$ cat src/rtl/ps2_pkg.sv
// rtl/ps2_pkg.sv - shared PS/2 state encoding, default timings and command bytes
package ps2_pkg;

  // Transmitter state encoding
  typedef enum logic [2:0] {
    IDLE     = 3'd0,
    RTS      = 3'd1,
    START    = 3'd2,
    DATA     = 3'd3,
    STOP     = 3'd4,
    ACK      = 3'd5,
    WAIT_REL = 3'd6
  } ps2_state_t;

  // Default timings at 50 MHz: 100 us request-to-send, 15 ms watchdog
  localparam int DEF_INHIBIT_CYCLES = 5000;
  localparam int DEF_TIMEOUT_CYCLES = 750000;
  localparam int DEF_FILTER_LEN     = 8;

  // Common keyboard command bytes
  localparam logic [7:0] CMD_SET_LEDS = 8'hED;
  localparam logic [7:0] CMD_ENABLE   = 8'hF4;
  localparam logic [7:0] CMD_RESET    = 8'hFF;

  // Nine-bit payload as shifted out LSB first: {odd parity, data}
  function automatic logic [8:0] ps2_frame(input logic [7:0] b);
    return {~^b, b};
  endfunction

endpackage

$ cat src/rtl/ps2_clk_filter.sv
// rtl/ps2_clk_filter.sv - ps2c glitch filter producing a clean level and a falling-edge pulse
module ps2_clk_filter
  import ps2_pkg::*;
#(
  parameter int FILTER_LEN = DEF_FILTER_LEN
) (
  input  logic clk,
  input  logic rst,
  input  logic i_line,
  output logic o_level,
  output logic o_fall_edge
);

  logic [FILTER_LEN-1:0] r_shift;
  logic                  r_level;
  logic                  r_fall;
  logic [FILTER_LEN-1:0] w_shift_next;
  logic                  w_level_next;

  assign w_shift_next = {r_shift[FILTER_LEN-2:0], i_line};

  // Level changes only once the whole window agrees; mixed windows hold the old level
  always_comb begin
    w_level_next = r_level;
    if (&w_shift_next) begin
      w_level_next = 1'b1;
    end else if (~|w_shift_next) begin
      w_level_next = 1'b0;
    end
  end

  // Sample history, filtered level and one-cycle fall pulse
  always_ff @(posedge clk or negedge rst) begin
    if (!rst) begin
      r_shift <= '0;
      r_level <= 1'b0;
      r_fall  <= 1'b0;
    end else begin
      r_shift <= w_shift_next;
      r_level <= w_level_next;
      r_fall  <= r_level & ~w_level_next;
    end
  end

  assign o_level     = r_level;
  assign o_fall_edge = r_fall;

endmodule

$ cat src/rtl/ps2_tx.sv
// rtl/ps2_tx.sv - PS/2 host-to-device command transmitter; optional watchdog under PS2_TX_TIMEOUT_EN
module ps2_tx
  import ps2_pkg::*;
#(
  parameter int INHIBIT_CYCLES = DEF_INHIBIT_CYCLES,
`ifdef PS2_TX_TIMEOUT_EN
  parameter int TIMEOUT_CYCLES = DEF_TIMEOUT_CYCLES,
`endif
  parameter int FILTER_LEN     = DEF_FILTER_LEN
) (
  input  logic       clk,
  input  logic       rst,
  input  logic       ps2c_in,
  input  logic       ps2d_in,
  input  logic       wr_ps2,
  input  logic [7:0] din,
  output logic       ps2c_oe,
  output logic       ps2d_oe,
  output logic       tx_idle,
  output logic       tx_done_tick,
  output logic       ack_err
);

  localparam int CNT_W = (INHIBIT_CYCLES > 1) ? $clog2(INHIBIT_CYCLES) : 1;

  ps2_state_t            r_state;
  logic [CNT_W-1:0]      r_count;
  logic [8:0]            r_frame;
  logic [3:0]            r_n;
  logic                  r_ps2c_oe;
  logic                  r_ps2d_oe;
  logic                  r_tx_idle;
  logic                  r_done;
  logic                  r_ack_smp;
  logic                  r_ack_err;
  logic [FILTER_LEN-1:0] r_d_shift;
  logic                  r_d_level;
  logic [FILTER_LEN-1:0] w_d_shift_next;
  logic                  w_c_level;
  logic                  w_c_fall;

  // Clock line conditioning shared with the receiver
  ps2_clk_filter #(
    .FILTER_LEN (FILTER_LEN)
  ) u_clk_filter (
    .clk         (clk),
    .rst         (rst),
    .i_line      (ps2c_in),
    .o_level     (w_c_level),
    .o_fall_edge (w_c_fall)
  );

  assign w_d_shift_next = {r_d_shift[FILTER_LEN-2:0], ps2d_in};

  // Data line level filter, used to read the device acknowledge bit
  always_ff @(posedge clk or negedge rst) begin
    if (!rst) begin
      r_d_shift <= '0;
      r_d_level <= 1'b0;
    end else begin
      r_d_shift <= w_d_shift_next;
      if (&w_d_shift_next) begin
        r_d_level <= 1'b1;
      end else if (~|w_d_shift_next) begin
        r_d_level <= 1'b0;
      end
    end
  end

`ifdef PS2_TX_TIMEOUT_EN
  localparam int WD_W = $clog2(TIMEOUT_CYCLES + 1);

  logic [WD_W-1:0] r_wdog;
  logic            w_wdog_expired;

  assign w_wdog_expired = (r_state != IDLE) && (r_state != RTS) &&
                          (r_wdog == WD_W'(TIMEOUT_CYCLES - 1));

  // Watchdog runs from the end of request-to-send until the FSM is back in IDLE
  always_ff @(posedge clk or negedge rst) begin
    if (!rst) begin
      r_wdog <= '0;
    end else if (r_state == IDLE || r_state == RTS || w_wdog_expired) begin
      r_wdog <= '0;
    end else begin
      r_wdog <= r_wdog + 1'b1;
    end
  end
`endif

  // Transfer sequencer; all line drives and status are registered here
  always_ff @(posedge clk or negedge rst) begin
    if (!rst) begin
      r_state   <= IDLE;
      r_count   <= '0;
      r_frame   <= '0;
      r_n       <= '0;
      r_ps2c_oe <= 1'b0;
      r_ps2d_oe <= 1'b0;
      r_tx_idle <= 1'b1;
      r_done    <= 1'b0;
      r_ack_smp <= 1'b0;
      r_ack_err <= 1'b0;
    end else begin
      r_done <= 1'b0;
`ifdef PS2_TX_TIMEOUT_EN
      if (w_wdog_expired) begin
        // Device stopped clocking: give the bus back and report a failed transfer
        r_ps2c_oe <= 1'b0;
        r_ps2d_oe <= 1'b0;
        r_ack_err <= 1'b1;
        r_done    <= 1'b1;
        r_tx_idle <= 1'b1;
        r_state   <= IDLE;
      end else begin
`endif
      case (r_state)
        IDLE: begin
          r_ps2c_oe <= 1'b0;
          r_ps2d_oe <= 1'b0;
          r_tx_idle <= 1'b1;
          if (wr_ps2) begin
            r_frame   <= ps2_frame(din);
            r_count   <= CNT_W'(INHIBIT_CYCLES - 1);
            r_ps2c_oe <= 1'b1;
            r_tx_idle <= 1'b0;
            r_state   <= RTS;
          end
        end
        RTS: begin
          // Hold the clock low, then swap to data low as the start bit
          if (r_count == '0) begin
            r_ps2c_oe <= 1'b0;
            r_ps2d_oe <= 1'b1;
            r_state   <= START;
          end else begin
            r_count <= r_count - 1'b1;
          end
        end
        START: begin
          if (w_c_fall) begin
            r_ps2d_oe <= ~r_frame[0];
            r_n       <= '0;
            r_state   <= DATA;
          end
        end
        DATA: begin
          // Eight data bits then parity; the ninth fall ends the parity bit
          if (w_c_fall) begin
            if (r_n == 4'd8) begin
              r_ps2d_oe <= 1'b0;
              r_state   <= STOP;
            end else begin
              r_frame   <= {1'b0, r_frame[8:1]};
              r_ps2d_oe <= ~r_frame[1];
              r_n       <= r_n + 1'b1;
            end
          end
        end
        STOP: begin
          r_ps2d_oe <= 1'b0;
          if (w_c_fall) begin
            r_state <= ACK;
          end
        end
        ACK: begin
          // Device pulls data low to acknowledge; a high line means no ACK
          if (w_c_fall) begin
            r_ack_smp <= r_d_level;
            r_state   <= WAIT_REL;
          end
        end
        WAIT_REL: begin
          if (ps2d_in && w_c_level) begin
            r_ack_err <= r_ack_smp;
            r_done    <= 1'b1;
            r_tx_idle <= 1'b1;
            r_state   <= IDLE;
          end
        end
        default: begin
          r_ps2c_oe <= 1'b0;
          r_ps2d_oe <= 1'b0;
          r_tx_idle <= 1'b1;
          r_state   <= IDLE;
        end
      endcase
`ifdef PS2_TX_TIMEOUT_EN
      end
`endif
    end
  end

  assign ps2c_oe      = r_ps2c_oe;
  assign ps2d_oe      = r_ps2d_oe;
  assign tx_idle      = r_tx_idle;
  assign tx_done_tick = r_done;
  assign ack_err      = r_ack_err;

endmodule

$ cat config.mk
export PLATFORM = sky130hd
export DESIGN_NAME = ps2_tx
export DESIGN_NICKNAME = d
export VERILOG_FILES = /design/src/rtl/ps2_pkg.sv /design/src/rtl/ps2_clk_filter.sv /design/src/rtl/ps2_tx.sv
export SDC_FILE = /design/constraint.sdc
export NUM_CORES = 1
export LEC_CHECK = 0
export CORE_ASPECT_RATIO = 1.4
export CORE_MARGIN = 4
export CORE_UTILIZATION = 52
export CTS_CLUSTER_DIAMETER = 120
export DETAILED_ROUTE_END_ITERATION = 16
export PLACE_DENSITY = 0.72
export SETUP_SLACK_MARGIN = 0.02
export SLEW_MARGIN = 20
export SYNTH_ARGS = -nofsm -noshare
export SYNTH_HDL_FRONTEND = slang
export SYNTH_SLANG_ARGS = --single-unit
$ cat constraint.sdc
create_clock -name clk -period 2.1 [get_ports clk]
set_input_delay 0.21 -clock clk [delete_from_list [all_inputs] [get_ports clk]]
set_output_delay 0.21 -clock clk [all_outputs]
set_load 0.05 [all_outputs]
==> impl_metrics.json <==
{
  "slew_headroom_pct": 61.8,
  "cts_made_buffers": 5,
  "die_h_microns": 88.9,
  "final_util_pct": 62.8,
  "p_per_area_nw_per_um2": 1150,
  "worstHoldPathType": "register to register",
  "ys_seq_elements": 52,
  "htree_levels": 2,
  "ys.flop_type": "dfrtp_1",
  "dr_total_vias": 1734,
  "antenna_cells": 0,
  "tns_ns": 0,
  "synthDistinctLibCells": 48,
  "reg2reg_from": "r_count[5]",
  "clock-sinks": 52,
  "synth_area_leaders": "dfrtp_1 (53%), mux2i_1 (5.4%), o21ai_0 (3.7%)",
  "p_leak_uw": 0.00122,
  "cp_max_fo": 6,
  "synthArstFlopShare_pct": 100,
  "design_area_sq_um": 2850,
  "final_antenna_net_count": 0,
  "core.rowCount": 29,
  "fillers": 368,
  "yosysTopAreaCellShare_pct": 52.6,
  "critPathArrivalTime_ns": 2.20,
  "wl_per_cell_microns": 14.3,
  "start_util_pct": 53.5,
  "max_freq_mhz": 501,
  "timing.critical_path.cells": "or4_4 -> nand4b_4 -> and2_4 -> a221o_1 -> a32o_1",
  "dieArea_sq_um": 5840,
  "port_buffers": 17,
  "r2r-end": "ps2d_oe",
  "cap_violations": 0,
  "drtIter0Drc": 44,
  "skew_ns": 0.00568,
  "run_status": "completed",
  "crit_end": "ps2d_oe",
  "clock_path_buffers": 2,
  "drt-total-wl_mm": 4.45,
  "critPathRequiredTime_ns": 2.30,
  "nNetsFinal": 266,
  "post_dp_cell_area_sq_um": 2720,
  "setup_viol_count_final": 0,
  "avgSynthCellArea_sq_um": 10.9,
  "track_usage_pct": 17.2,
  "yosys_warnings": 0,
  "dieWidth_microns": 65.8,
  "dpl_worst_slack_ns": 0.0193,
  "cp_slowest_cell": "or4_4",
  "worstRegToRegCells": 5,
  "place_congestion": 0.734,
  "max-vdd-ir-drop_uv": 727,
  "io_pins": 18,
  "cts.clk_slew.worst_paths_ns": 0.10,
  "synth_common_cells": "dfrtp_1 (51), nand2_1 (23), o21ai_0 (18)",
  "yosysMostFrequentCell": "dfrtp_1",
  "fin_ws_ns": 0.104,
  "grt_first_pass_wirelength_mm": 7.71,
  "cts_root_buffer": "clkbuf_8",
  "startpoint_type": "register",
  "grt-ovfl-total": 0,
  "netlist_area_sq_um": 2430,
  "end_kind": "register",
  "synthCells": 223,
  "antenna_found_initial": 0,
  "grt_max_degree": 30,
  "yosysTopAreaCell": "dfrtp_1",
  "timing.final.crit_share_pct": 95.1,
  "drt_first_pass_iters": 4,
  "rsz0062_at_grt": "false",
  "coreArea_sq_um": 4540,
  "critPathKind": "register to register",
  "crit_start": "r_count[5]",
  "r2r_slack_ns": 0.10,
  "tightest_slew_ns": 0.573,
  "cts_tree": "yes",
  "synth_edf_count": 0,
  "viasPerCell": 5.56,
  "syn_nets": 240,
  "critPathMaxStageDelay_ns": 0.57,
  "finalHoldViolations": 0,
  "p_total_uw": 3260,
  "clk_latency_ns": 0.31,
  "slew_viol_final": 0,
  "grt_pass1_vias": 1699,
  "finalCriticalPeriod_ns": 2.00,
  "seq_area_frac_synth_pct": 53.6,
  "drc_errors": 0,
  "syn_to_final_growth_pct": 17.3,
  "drive_gt1_share_pct": 12.8,
  "place_hpwl_mm": 3.30
}
==> per-stage QoR <==
step	std cells	hold WS [ns]
3_3_place_gp	303	0.223
4_1_cts	312	0.388
3_5_place_dp	303	0.229
5_1_grt	312	0.403
6_report	312	0.398
2_1_floorplan	223	-0.0856
==> power by group <==
part	internal [uW]	switching [uW]	leakage [uW]
clock network	245	356	0.0000463
logic	532	630	0.000541
registers	1240	261	0.000634
total	2020	1250	0.00122
==> sequential cells by signal, summed over array words and instances, names as in the netlist, 3 cells and up <==
signal / cells
u_clk_filter.r_shift: 7
r_count: 13
r_d_shift: 7
r_n: 4
r_state: 3
r_frame: 9
==> critical path, delay by kind of cell, from the launching register on <==
kind,cells,cell delay (ns)
and+or+nand+nor,3,0.99
AOI/OAI and AO/OA,2,0.46
DFF,1,0.43
==> kinds of logic (layout without fill, tap and decap cells) <==
family          after synthesis  count (layout)  share of synthesized area [%]
compound gates               45              45                           12.2
buf+inv                      15              42                           2.42
simple gates                 79              79                           18.6
flops                        52              52                           53.6
mux                          16              16                           6.75
xor+xnor                     12              12                           4.33
fa+ha+maj                     4               4                           2.06
==> area by class of cell <==
cell class	count	area [sq um]	share of cell area [%]
inverters	7	26.3	0.923
clock buffers	5	68.8	2.42
multi-input cells	156	1090	38.3
clock inverters	3	27.5	0.967
well taps	62	77.6	2.72
repair buffers	27	255	8.96
flip-flops and latches	52	1300	45.7
==> timing repair <==
item,4_1_cts,5_1_grt
gates resized for setup,0,3
hold buffers,1,0
setup buffers,0,0
hold endpoints to repair,22,0
endpoints found under the setup margin,0,2
==> layout by cell type, fill, tap and decap left out, types with 3 or more instances in the layout <==
master and instances:
a21o_1 3, a21oi_1 4, buf_4 8, clkbuf_8 5, clkdlybuf4s50_1 16, dfrtp_1 51, ha_1 4, inv_1 7
mux2_2 3, mux2i_1 13, nand2_1 23, nand3_1 6, nand3b_1 3, nand4_1 6, nor2_1 11, nor3_1 5
nor4_1 3, o21ai_0 18, o31ai_1 4, or3_1 3, xnor2_1 6, xor2_1 6
==> metal layers <==
metal	vias to the layer above	track usage [%]	routed length [microns]	part of all wire, %
li1	866	-	-	-
met1	847	20.7	1890	42
met2	17	30.4	2380	53
met3	4	3.30	116	2.6
met4	0	6.42	65	1.5
met5	-	0	0	0
==> how the worst min path moves through the flow <==
stage,slack (ns),cells after the start,startpoint,end
2_1_floorplan,-0.09,0,rst,ack_err
3_3_place_gp,0.22,1,rst,r_d_shift[2]
3_5_place_dp,0.23,1,rst,r_d_shift[3]
4_1_cts,0.39,1,ps2c_in,u_clk_filter.r_shift[0]
5_1_grt,0.40,1,ps2c_in,u_clk_filter.r_shift[0]
6_report,0.40,0,r_d_shift[1],r_d_shift[2]
No activity file was read; power rests on OpenSTA's default activity.
